<file path="src/rtl/cordic_pkg.sv">
// Shared constants and types for the CORDIC vectoring and rotation blocks.
// Angles use a 16-bit binary-angle format: 0x4000 = +pi/2, 0x8000 = -pi.
package cordic_pkg;

    localparam int ANGLE_W = 16;
    localparam int ATAN_N  = 15;

    // atan(2^-i) in angle LSBs (pi/32768), i = 0..14
    localparam logic [ANGLE_W-1:0] ATAN_TABLE [ATAN_N] = '{
        16'h2000, 16'h12E4, 16'h09FB, 16'h0511, 16'h028B,
        16'h0145, 16'h00A2, 16'h0051, 16'h0028, 16'h0014,
        16'h000A, 16'h0005, 16'h0002, 16'h0001, 16'h0000
    };

    // Inverse CORDIC gain, 0.60725 in Q4.12
    localparam logic [15:0] K_FACTOR = 16'h09B7;

    localparam logic [ANGLE_W-1:0] HALF_PI     = 16'h4000;
    localparam logic [ANGLE_W-1:0] NEG_HALF_PI = 16'hC000;

    typedef enum logic [1:0] {
        IDLE,
        ITER,
        SCALE,
        DONE
    } cordic_state_t;

endpackage

</file>
<file path="src/rtl/cordic_k_scale.sv">
// Gain compensation: multiply by K, drop FRAC bits, saturate high and
// clamp negative residue to zero. Purely combinational.
module cordic_k_scale #(
    parameter int WIDTH = 16,
    parameter int FRAC  = 12,
    parameter int GUARD = 2
) (
    input  logic signed [WIDTH+GUARD-1:0] x,
    output logic        [WIDTH-1:0]       mag
);
    import cordic_pkg::*;

    localparam int XW = WIDTH + GUARD;
    localparam int PW = XW + WIDTH;

    logic signed [PW-1:0] x_wide;
    logic signed [PW-1:0] k_wide;
    logic signed [PW-1:0] product;
    logic signed [PW-1:0] shifted;

    // Full-precision product, then saturate to the positive WIDTH-bit range
    always_comb begin
        x_wide  = {{WIDTH{x[XW-1]}}, x};
        k_wide  = {{(PW-16){1'b0}}, K_FACTOR};
        product = x_wide * k_wide;
        shifted = product >>> FRAC;
        if (shifted[PW-1]) begin
            mag = '0;
        end else if (|shifted[PW-2:WIDTH-1]) begin
            mag = {1'b0, {(WIDTH-1){1'b1}}};
        end else begin
            mag = shifted[WIDTH-1:0];
        end
    end

endmodule

</file>
<file path="src/rtl/cordic_vec.sv">
// Iterative vectoring-mode CORDIC: (x, y) -> magnitude and atan2(y, x).
// One micro-rotation per clock; result appears 16 edges after acceptance
// and is held until the consumer takes it.
module cordic_vec #(
    parameter int WIDTH = 16,
    parameter int FRAC  = 12,
    parameter int ITER  = 15,
    parameter int GUARD = 2
) (
    input  logic             clk,
    input  logic             rst,
    input  logic             in_valid,
    output logic             in_ready,
    input  logic [WIDTH-1:0] x_in,
    input  logic [WIDTH-1:0] y_in,
    output logic             out_valid,
    input  logic             out_ready,
    output logic [WIDTH-1:0] mag_out,
    output logic [WIDTH-1:0] angle_out
);
    // Imported after the parameter list so the ITER parameter keeps its
    // name; the ITER state is therefore always written cordic_pkg::ITER.
    import cordic_pkg::*;

    localparam int XW = WIDTH + GUARD;
    localparam int CW = (ITER > 1) ? $clog2(ITER) : 1;

    cordic_state_t state;
    cordic_state_t state_next;

    logic signed [XW-1:0]    x_reg;
    logic signed [XW-1:0]    y_reg;
    logic        [WIDTH-1:0] z_reg;
    logic        [CW-1:0]    iter_cnt;
    logic                    zero_flag;

    logic signed [XW-1:0]    x_ext;
    logic signed [XW-1:0]    y_ext;
    logic signed [XW-1:0]    x_shift;
    logic signed [XW-1:0]    y_shift;
    logic        [WIDTH-1:0] atan_step;
    logic        [WIDTH-1:0] scaled_mag;
    logic                    accept;
    logic                    last_iter;

    assign x_ext     = {{GUARD{x_in[WIDTH-1]}}, x_in};
    assign y_ext     = {{GUARD{y_in[WIDTH-1]}}, y_in};
    assign x_shift   = x_reg >>> iter_cnt;
    assign y_shift   = y_reg >>> iter_cnt;
    assign atan_step = WIDTH'(ATAN_TABLE[iter_cnt]);
    assign accept    = in_valid & in_ready;
    assign last_iter = (iter_cnt == CW'(ITER - 1));

    cordic_k_scale #(
        .WIDTH (WIDTH),
        .FRAC  (FRAC),
        .GUARD (GUARD)
    ) u_k_scale (
        .x   (x_reg),
        .mag (scaled_mag)
    );

    // State register
    always_ff @(posedge clk) begin
        if (rst) begin
            state <= IDLE;
        end else begin
            state <= state_next;
        end
    end

    // Next-state: a result in DONE can be consumed and replaced on one edge
    always_comb begin
        state_next = state;
        case (state)
            IDLE:             if (accept) state_next = cordic_pkg::ITER;
            cordic_pkg::ITER: if (last_iter) state_next = SCALE;
            SCALE:            state_next = DONE;
            DONE: begin
                if (out_ready) begin
                    state_next = in_valid ? cordic_pkg::ITER : IDLE;
                end
            end
            default:          state_next = IDLE;
        endcase
    end

    // Handshake outputs; in_ready depends on out_ready but never on in_valid
    always_comb begin
        in_ready  = 1'b0;
        out_valid = 1'b0;
        case (state)
            IDLE: in_ready = 1'b1;
            DONE: begin
                out_valid = 1'b1;
                in_ready  = out_ready;
            end
            default: ;
        endcase
    end

    // Datapath: quadrant fold on accept, micro-rotations, then gain/output
    always_ff @(posedge clk) begin
        if (rst) begin
            x_reg     <= '0;
            y_reg     <= '0;
            z_reg     <= '0;
            iter_cnt  <= '0;
            zero_flag <= 1'b0;
            mag_out   <= '0;
            angle_out <= '0;
        end else if (accept) begin
            iter_cnt  <= '0;
            zero_flag <= (x_in == '0) && (y_in == '0);
            if (!x_in[WIDTH-1]) begin
                x_reg <= x_ext;
                y_reg <= y_ext;
                z_reg <= '0;
            end else if (!y_in[WIDTH-1]) begin
                x_reg <= y_ext;
                y_reg <= -x_ext;
                z_reg <= WIDTH'(HALF_PI);
            end else begin
                x_reg <= -y_ext;
                y_reg <= x_ext;
                z_reg <= WIDTH'(NEG_HALF_PI);
            end
        end else if (state == cordic_pkg::ITER) begin
            iter_cnt <= iter_cnt + CW'(1);
            if (!y_reg[XW-1]) begin
                x_reg <= x_reg + y_shift;
                y_reg <= y_reg - x_shift;
                z_reg <= z_reg + atan_step;
            end else begin
                x_reg <= x_reg - y_shift;
                y_reg <= y_reg + x_shift;
                z_reg <= z_reg - atan_step;
            end
        end else if (state == SCALE) begin
            mag_out   <= zero_flag ? '0 : scaled_mag;
            angle_out <= zero_flag ? '0 : z_reg;
        end
    end

endmodule

</file>
<file path="config.mk">
export PLATFORM = sky130hd
export DESIGN_NAME = cordic_vec
export DESIGN_NICKNAME = d
export VERILOG_FILES = /design/src/rtl/cordic_pkg.sv /design/src/rtl/cordic_k_scale.sv /design/src/rtl/cordic_vec.sv
export SDC_FILE = /design/constraint.sdc
export NUM_CORES = 1
export LEC_CHECK = 0
export ABC_CLOCK_PERIOD_IN_PS = 8400
export CORE_ASPECT_RATIO = 1.4
export CORE_MARGIN = 2
export CORE_UTILIZATION = 25
export DETAILED_ROUTE_END_ITERATION = 16
export GPL_TIMING_DRIVEN = 0
export SETUP_SLACK_MARGIN = 0.15
export SLEW_MARGIN = 10
export SYNTH_ARGS = -nofsm -noshare
export SYNTH_HDL_FRONTEND = slang
export SYNTH_SLANG_ARGS = --single-unit
export TNS_END_PERCENT = 1
</file>
<file path="constraint.sdc">
create_clock -name clk -period 8.4 [get_ports clk]
set_clock_uncertainty 0.1 [all_clocks]
set_input_delay 1.68 -clock clk [delete_from_list [all_inputs] [get_ports clk]]
set_output_delay 1.68 -clock clk [all_outputs]
set_load 0.05 [all_outputs]
</file>
Word level (Yosys, flattened, before mapping)
Memory sizes are Yosys's and may differ from the RTL's.
Cells that the tools add are included.
- memory bits (read-only): 256
- memories: 1
- register bits: 91
- input bits: 36
- equal/unequal tests: 7
- bitwise operators: 4
- shift-type cells: 2
- multiplexer cells: 28
- multiply operators: 1
- magnitude comparators: 1
- add/subtract/negate cells: 9
- reduce and logical (&&, ||, !) cells: 9
- memory list (memory ; depth ; width ; rd ports ; clocked after Yosys merged registers in ; wr ports ; RTL line ; RTL):
    (no name shown) ; 16 ; 16 ; 1 ; 0 ; 0 ; cordic_vec.sv:50 ; assign atan_step = WIDTH'(ATAN_TABLE[iter_cnt]);
- operators with widths (operator ; count):
    18-bit two-way mux ; 10
    16-bit two-way mux ; 11
    18-bit adder ; 2
    16-bit negator with 18-bit output ; 2
    18-bit by 4-bit >>> shifter with 18-bit output ; 2
    18-bit subtractor ; 2
    16-bit logical NOT ; 2
    18-bit by 13-bit multiplier with 31-bit output, second input constant ; 1
    16-bit adder ; 1
    16-bit subtractor ; 1
    2-bit one-hot mux with 4 select lines ; 1
    7-bit OR reduction ; 1
    2-bit two-way mux ; 3
    2-bit inequality test, second input constant ; 3
    3-bit AND reduction ; 2
    5-bit >= comparator, second input constant ; 1
    4-bit NOT with 5-bit output ; 1
    4-bit by 1-bit adder with 4-bit output, second input constant ; 1
    2-bit equality test, second input constant ; 2
    4-bit equality test, second input constant ; 1
    2-bit by 1-bit equality test with 1-bit output, second input constant ; 1
    2-bit logical NOT ; 1
    1-bit two-way mux ; 2
    1-bit NOT ; 2
    other kinds (5) ; 5

Depth between registers and ports, before layout
- word-level depth: 8
- mapped depth: 23
- mapped depth without buffers: 21

Hierarchy
From an unflattened synthesis, not the netlist that was laid out.
- cells, all modules: 1813
- area, all modules: 14737.9 um^2
- modules (own cells, without submodules) (module ; cells each ; times used ; area an instance (um^2)):
    cordic_vec ; 1283 ; 1 ; 9923.3
    cordic_k_scale ; 530 ; 1 ; 4814.6

Least setup slack after synthesis
No wires, ideal clock.
- path kind: reg2reg
- start: register x_reg[16]
- end: register mag_out[10]
- path slack: 2.745 ns
- period minus slack after synthesis: 5.655 ns
- arrival: 5.484 ns
- stages on the path, launching flop included: 23
- setup time: 0.070 ns
- path through: dfxtp_1 -> clkbuf_1 -> inv_1 -> ha_1 -> inv_1 -> fa_1 -> fa_1 -> fa_1 -> inv_1 -> fa_1 -> inv_1 -> ha_1 -> a21oi_1 -> o221ai_1 -> a21oi_1 -> inv_1 -> a21o_1 -> a311oi_1 -> nor3_1 -> nor4b_2 -> clkbuf_1 -> o21ai_1 -> a21oi_1
- word-level cells in the longest chain between the ends: 5
- ends and longest elaborated chain (element ; RTL line ; RTL):
    from (decl) ; cordic_vec.sv:31 ; logic signed [XW-1:0] x_reg;
    from (signal assigned) ; cordic_vec.sv:116 ; x_reg <= x_ext;
    from (signal assigned) ; cordic_vec.sv:120 ; x_reg <= y_ext;
    from (signal assigned) ; cordic_vec.sv:124 ; x_reg <= -y_ext;
    18-bit by 13-bit multiplier with 31-bit output * ; cordic_k_scale.sv:25 ; product = x_wide * k_wide;
    7-bit OR reduction ; cordic_k_scale.sv:29 ; end else if (|shifted[PW-2:WIDTH-1]) begin
    16-bit two-way mux ; cordic_k_scale.sv:29 ;
    16-bit two-way mux * ; cordic_k_scale.sv:27 ; if (shifted[PW-1]) begin
    16-bit two-way mux * ; cordic_vec.sv:140 ; mag_out <= zero_flag ? '0 : scaled_mag;
    to (signal assigned) ; cordic_vec.sv:140 ;
    to (decl) ; cordic_vec.sv:18 ; output logic [WIDTH-1:0] mag_out,
Every way passes the cells marked *; elsewhere a longest branch is shown, timed or not.
A chain may end at the register's enable or synchronous reset.

Worst setup path in the final report
- start: register x_reg[16]
- end: register mag_out[0]
The elaborated chain is that of the path after synthesis.

==> flow_metrics.py <==
metrics = {
    "critical_path": {
        "path_class": "flop to flop",
        "cp_slowest_stage_delay_ns": 0.62,
        "path_max_fanout": 10,
        "cp_slowest_cell": "nor4b_2",
        "reg2reg_to": "mag_out[0]$_SDFFE_PP0P_",
        "crit_path_end_kind": "flop",
        "start_kind": "flop",
        "worst_ep_arrival_time_ns": 7.34,
        "r2r_start": "x_reg[16]$_SDFFE_PP0P_",
        "r2r_cells": 22,
        "cp_common_cell": "inv_1",
        "cp_data_required_time_ns": 8.59,
        "crit_chain": "clkbuf_1 -> inv_1 -> ha_1 -> inv_1 -> fa_1 -> fa_1 -> fa_1 -> inv_1 -> fa_1 -> inv_1 -> ha_1 -> a21oi_1 -> o221ai_1 -> a21oi_1 -> inv_1 -> a21o_1 -> a311oi_1 -> nor3_1 -> nor4b_2 -> clkbuf_1 -> o21ai_1 -> a21oi_1",
        "rrSetupSlack_ns": 1.25,
    },
    "cells_and_area": {
        "nets": 2039,
        "synthToLayoutAreaGrowth_pct": 13.6,
        "drive_above_1_share": 0.0557,
        "design_area_sq_um": 15900,
        "post-route-util": 0.287,
    },
    "placed_design": {
        "port_buffers": 67,
        "place_area_sq_um": 15500,
        "gp_congestion": 0.982,
        "dp_hpwl_um": 40800,
    },
    "route": {
        "ant_nets": 0,
        "vias": 13000,
        "drt-total-wl_um": 50000,
        "firstDrtPassIters": 6,
        "viasPerCell": 5.20,
        "drtIter0Drc": 790,
        "drcViolationCount": 0,
        "wl_per_cell_um": 20.0,
    },
    "logic_synthesis": {
        "syn-num-nets": 1961,
        "synth_area_sq_um": 14000,
        "synth_xor_area_frac": 0.0822,
        "ys_types": 75,
        "syn_inst": 1678,
        "synthMuxAreaShare": 0.122,
        "synthArstFlopShare": 0,
        "ys_ff_latch": 91,
        "synth-simple-area-share": 0.143,
        "ys_seq_area_frac": 0.131,
        "synth_ff_type": "dfxtp_1",
        "synth_fa_ha_area_frac": 0.269,
        "synth.area.top_cells": "ha_1 14%, dfxtp_1 13%, fa_1 13%, mux4_2 7.4%, inv_1 5.6%",
        "synth_top_family_by_area": "adder cells",
        "synth_top_cell_area_share": 0.142,
        "postSynthAreaPerCell_sq_um": 8.32,
        "synth.largest_area_cell": "ha_1",
        "yosysWarningCount": 0,
        "synth_edf_count": 0,
        "synth_compound_area_frac": 0.171,
    },
    "die": {
        "initial_core_util": 0.253,
        "fp.coreArea_sq_um": 55300,
        "io_pins": 70,
        "fp.dieW_um": 204,
        "die-area_sq_um": 57800,
        "rows": 102,
        "die_height_um": 284,
    },
    "timing": {
        "post-route-min-period_ns": 7.15,
        "report.final.slew_viol_count": 0,
        "hold_viol_final": 0,
        "period_share": 0.851,
        "timing.max_slew.rel_slack": 0.354,
        "tns_ns": 0,
        "worst_pin_slew_ns": 0.970,
        "max_freq_mhz": 140,
        "rsz0062_at_grt": "no",
        "finalSetupViolCount": 0,
    },
    "cts": {
        "cts_hold_buf": 0,
        "clock_sinks": 91,
        "cts_resized": 0,
        "clockBufferDepth": 2,
        "cts.clk_slew.worst_paths_ns": 0.07,
        "post_cts_buffers": 0,
        "numCtsBuffers": 9,
        "h-tree-depth": 3,
        "clock-root-buffer": "clkbuf_16",
        "cts_tree": "built",
        "clock_latency_ns": 0.36,
    },
    "global_route": {
        "grt_pass1_wl_um": 75800,
        "grt_pass1_vias": 13300,
        "grt_use_total": 0.170,
        "grt_start_max_net_pins": 17,
        "antenna_found_initial": 4,
        "overflow": 0,
    },
    "flow_run": {
        "maxCapViolations": 0,
    },
    "min_path": {
        "holdCritStartpoint": "mag_out[6]$_SDFFE_PP0P_",
        "min_to": "mag_out[6]$_SDFFE_PP0P_",
        "hold_path_class": "flop to flop",
        "whs_path_depth": 2,
    },
    "status": {
        "outcome": "complete, no violations",
    },
}
==> critical path, delay by kind of cell (launching register included) <==
kind                     cells  cell delay, ns
buffers and inverters        7            1.44
AO/OA/AOI/OAI                7            1.46
AND/OR/NAND/NOR              2            0.73
adder cells (fa/ha/maj)      6            2.84
flip-flops                   1            0.52
==> cells in the mapped netlist, types with 4 or more instances <==
cell type	n
inv_1	208
mux2i_1	49
and4_1	5
a31oi_1	16
o21a_1	13
a211oi_1	32
dfxtp_1	91
nor2_1	167
o211ai_1	8
nor3_1	36
nand3_1	17
a311oi_1	5
a221oi_1	5
a41oi_1	5
clkbuf_1	54
nand2b_1	13
xnor2_1	75
o41ai_1	5
or3_1	9
and3_1	11
o31ai_1	7
ha_1	158
a21o_1	27
and2_1	8
buf_1	14
nor2b_1	15
nor3b_1	15
mux2_2	12
nand2_1	102
xor2_1	56
o21bai_1	5
a21oi_1	135
a21boi_0	7
mux4_2	46
o22ai_1	5
fa_1	89
o21ai_1	12
nand4_1	5
mux2_1	4
o21ai_0	70
buf_2	7
o31a_1	4
==> worst max-delay path by stage <==
stage | startpoint | cells after the start | endpoint | slack [ns]
finish | x_reg[16]$_SDFFE_PP0P_ | 22 | mag_out[0]$_SDFFE_PP0P_ | 1.25
global placement | x_reg[16]$_SDFFE_PP0P_ | 22 | mag_out[0]$_SDFFE_PP0P_ | 1.37
detailed placement | x_reg[5]$_SDFFE_PP0P_ | 21 | mag_out[0]$_SDFFE_PP0P_ | 1.35
floorplan | x_reg[16]$_SDFFE_PP0P_ | 22 | mag_out[10]$_SDFFE_PP0P_ | 2.75
CTS | x_reg[16]$_SDFFE_PP0P_ | 22 | mag_out[0]$_SDFFE_PP0P_ | 1.31
global route | x_reg[16]$_SDFFE_PP0P_ | 22 | mag_out[0]$_SDFFE_PP0P_ | 0.89
==> through the flow <==
stage	hold WS, ns	worst slack, ns	instances
final	0.359	1.25	2493
after detailed placement	0.348	1.35	2473
after global routing	0.381	0.894	2493
after CTS	0.360	1.31	2489
after floorplan	0.344	2.75	1678
after global placement	0.341	1.37	2473
==> kinds of logic (layout without fill, tap and decap cells) <==
family                     count (synthesis)  after routing
and+or+nand+nor                          423            423
AOI/OAI and AO/OA                        383            383
buffers and inverters                    292            375
adders and majority gates                247            247
xor gates and xnor gates                 131            131
muxes                                    111            111
DFF                                       91             91
other                                      0              4
==> routing by layer <==
layer	vias up	part of all wire	routed length, um	track usage
met5	-	0	0	0
met4	0	0.063	3150	0.0958
met3	144	0.046	2290	0.0168
met2	466	0.52	26000	0.316
met1	6369	0.37	18500	0.185
li1	5975	-	-	-
==> layout by cell type, fill, tap and decap left out, types with 7 or more instances in the layout <==
cell             instances
inv_1                  208
nor2_1                 167
ha_1                   158
a21oi_1                135
nand2_1                102
dfxtp_1                 91
fa_1                    89
xnor2_1                 75
o21ai_0                 70
clkdlybuf4s50_1         67
clkbuf_1                56
xor2_1                  56
mux2i_1                 49
mux4_2                  46
nor3_1                  36
a211oi_1                32
a21o_1                  27
nand3_1                 17
a31oi_1                 16
nor2b_1                 15
nor3b_1                 15
buf_1                   14
o21a_1                  13
nand2b_1                13
mux2_2                  12
o21ai_1                 12
and3_1                  11
or3_1                    9
clkbuf_16                9
and2_1                   8
o211ai_1                 8
buf_2                    7
a21boi_0                 7
o31ai_1                  7
==> final cells by class <==
class	instances	area, sq um
well taps	728	911
flip-flops and latches	91	1820
multi-input cells	1295	11000
repair buffers	67	671
plain buffers	81	354
diodes	4	10.0
clock buffers	13	260
inverters	211	792
clock inverters	3	46.3
fillers	5912	39400
Power is left out: the tool's default activity adds up to more than one toggle a clock period on the data nets, which glitch-free logic cannot reach.
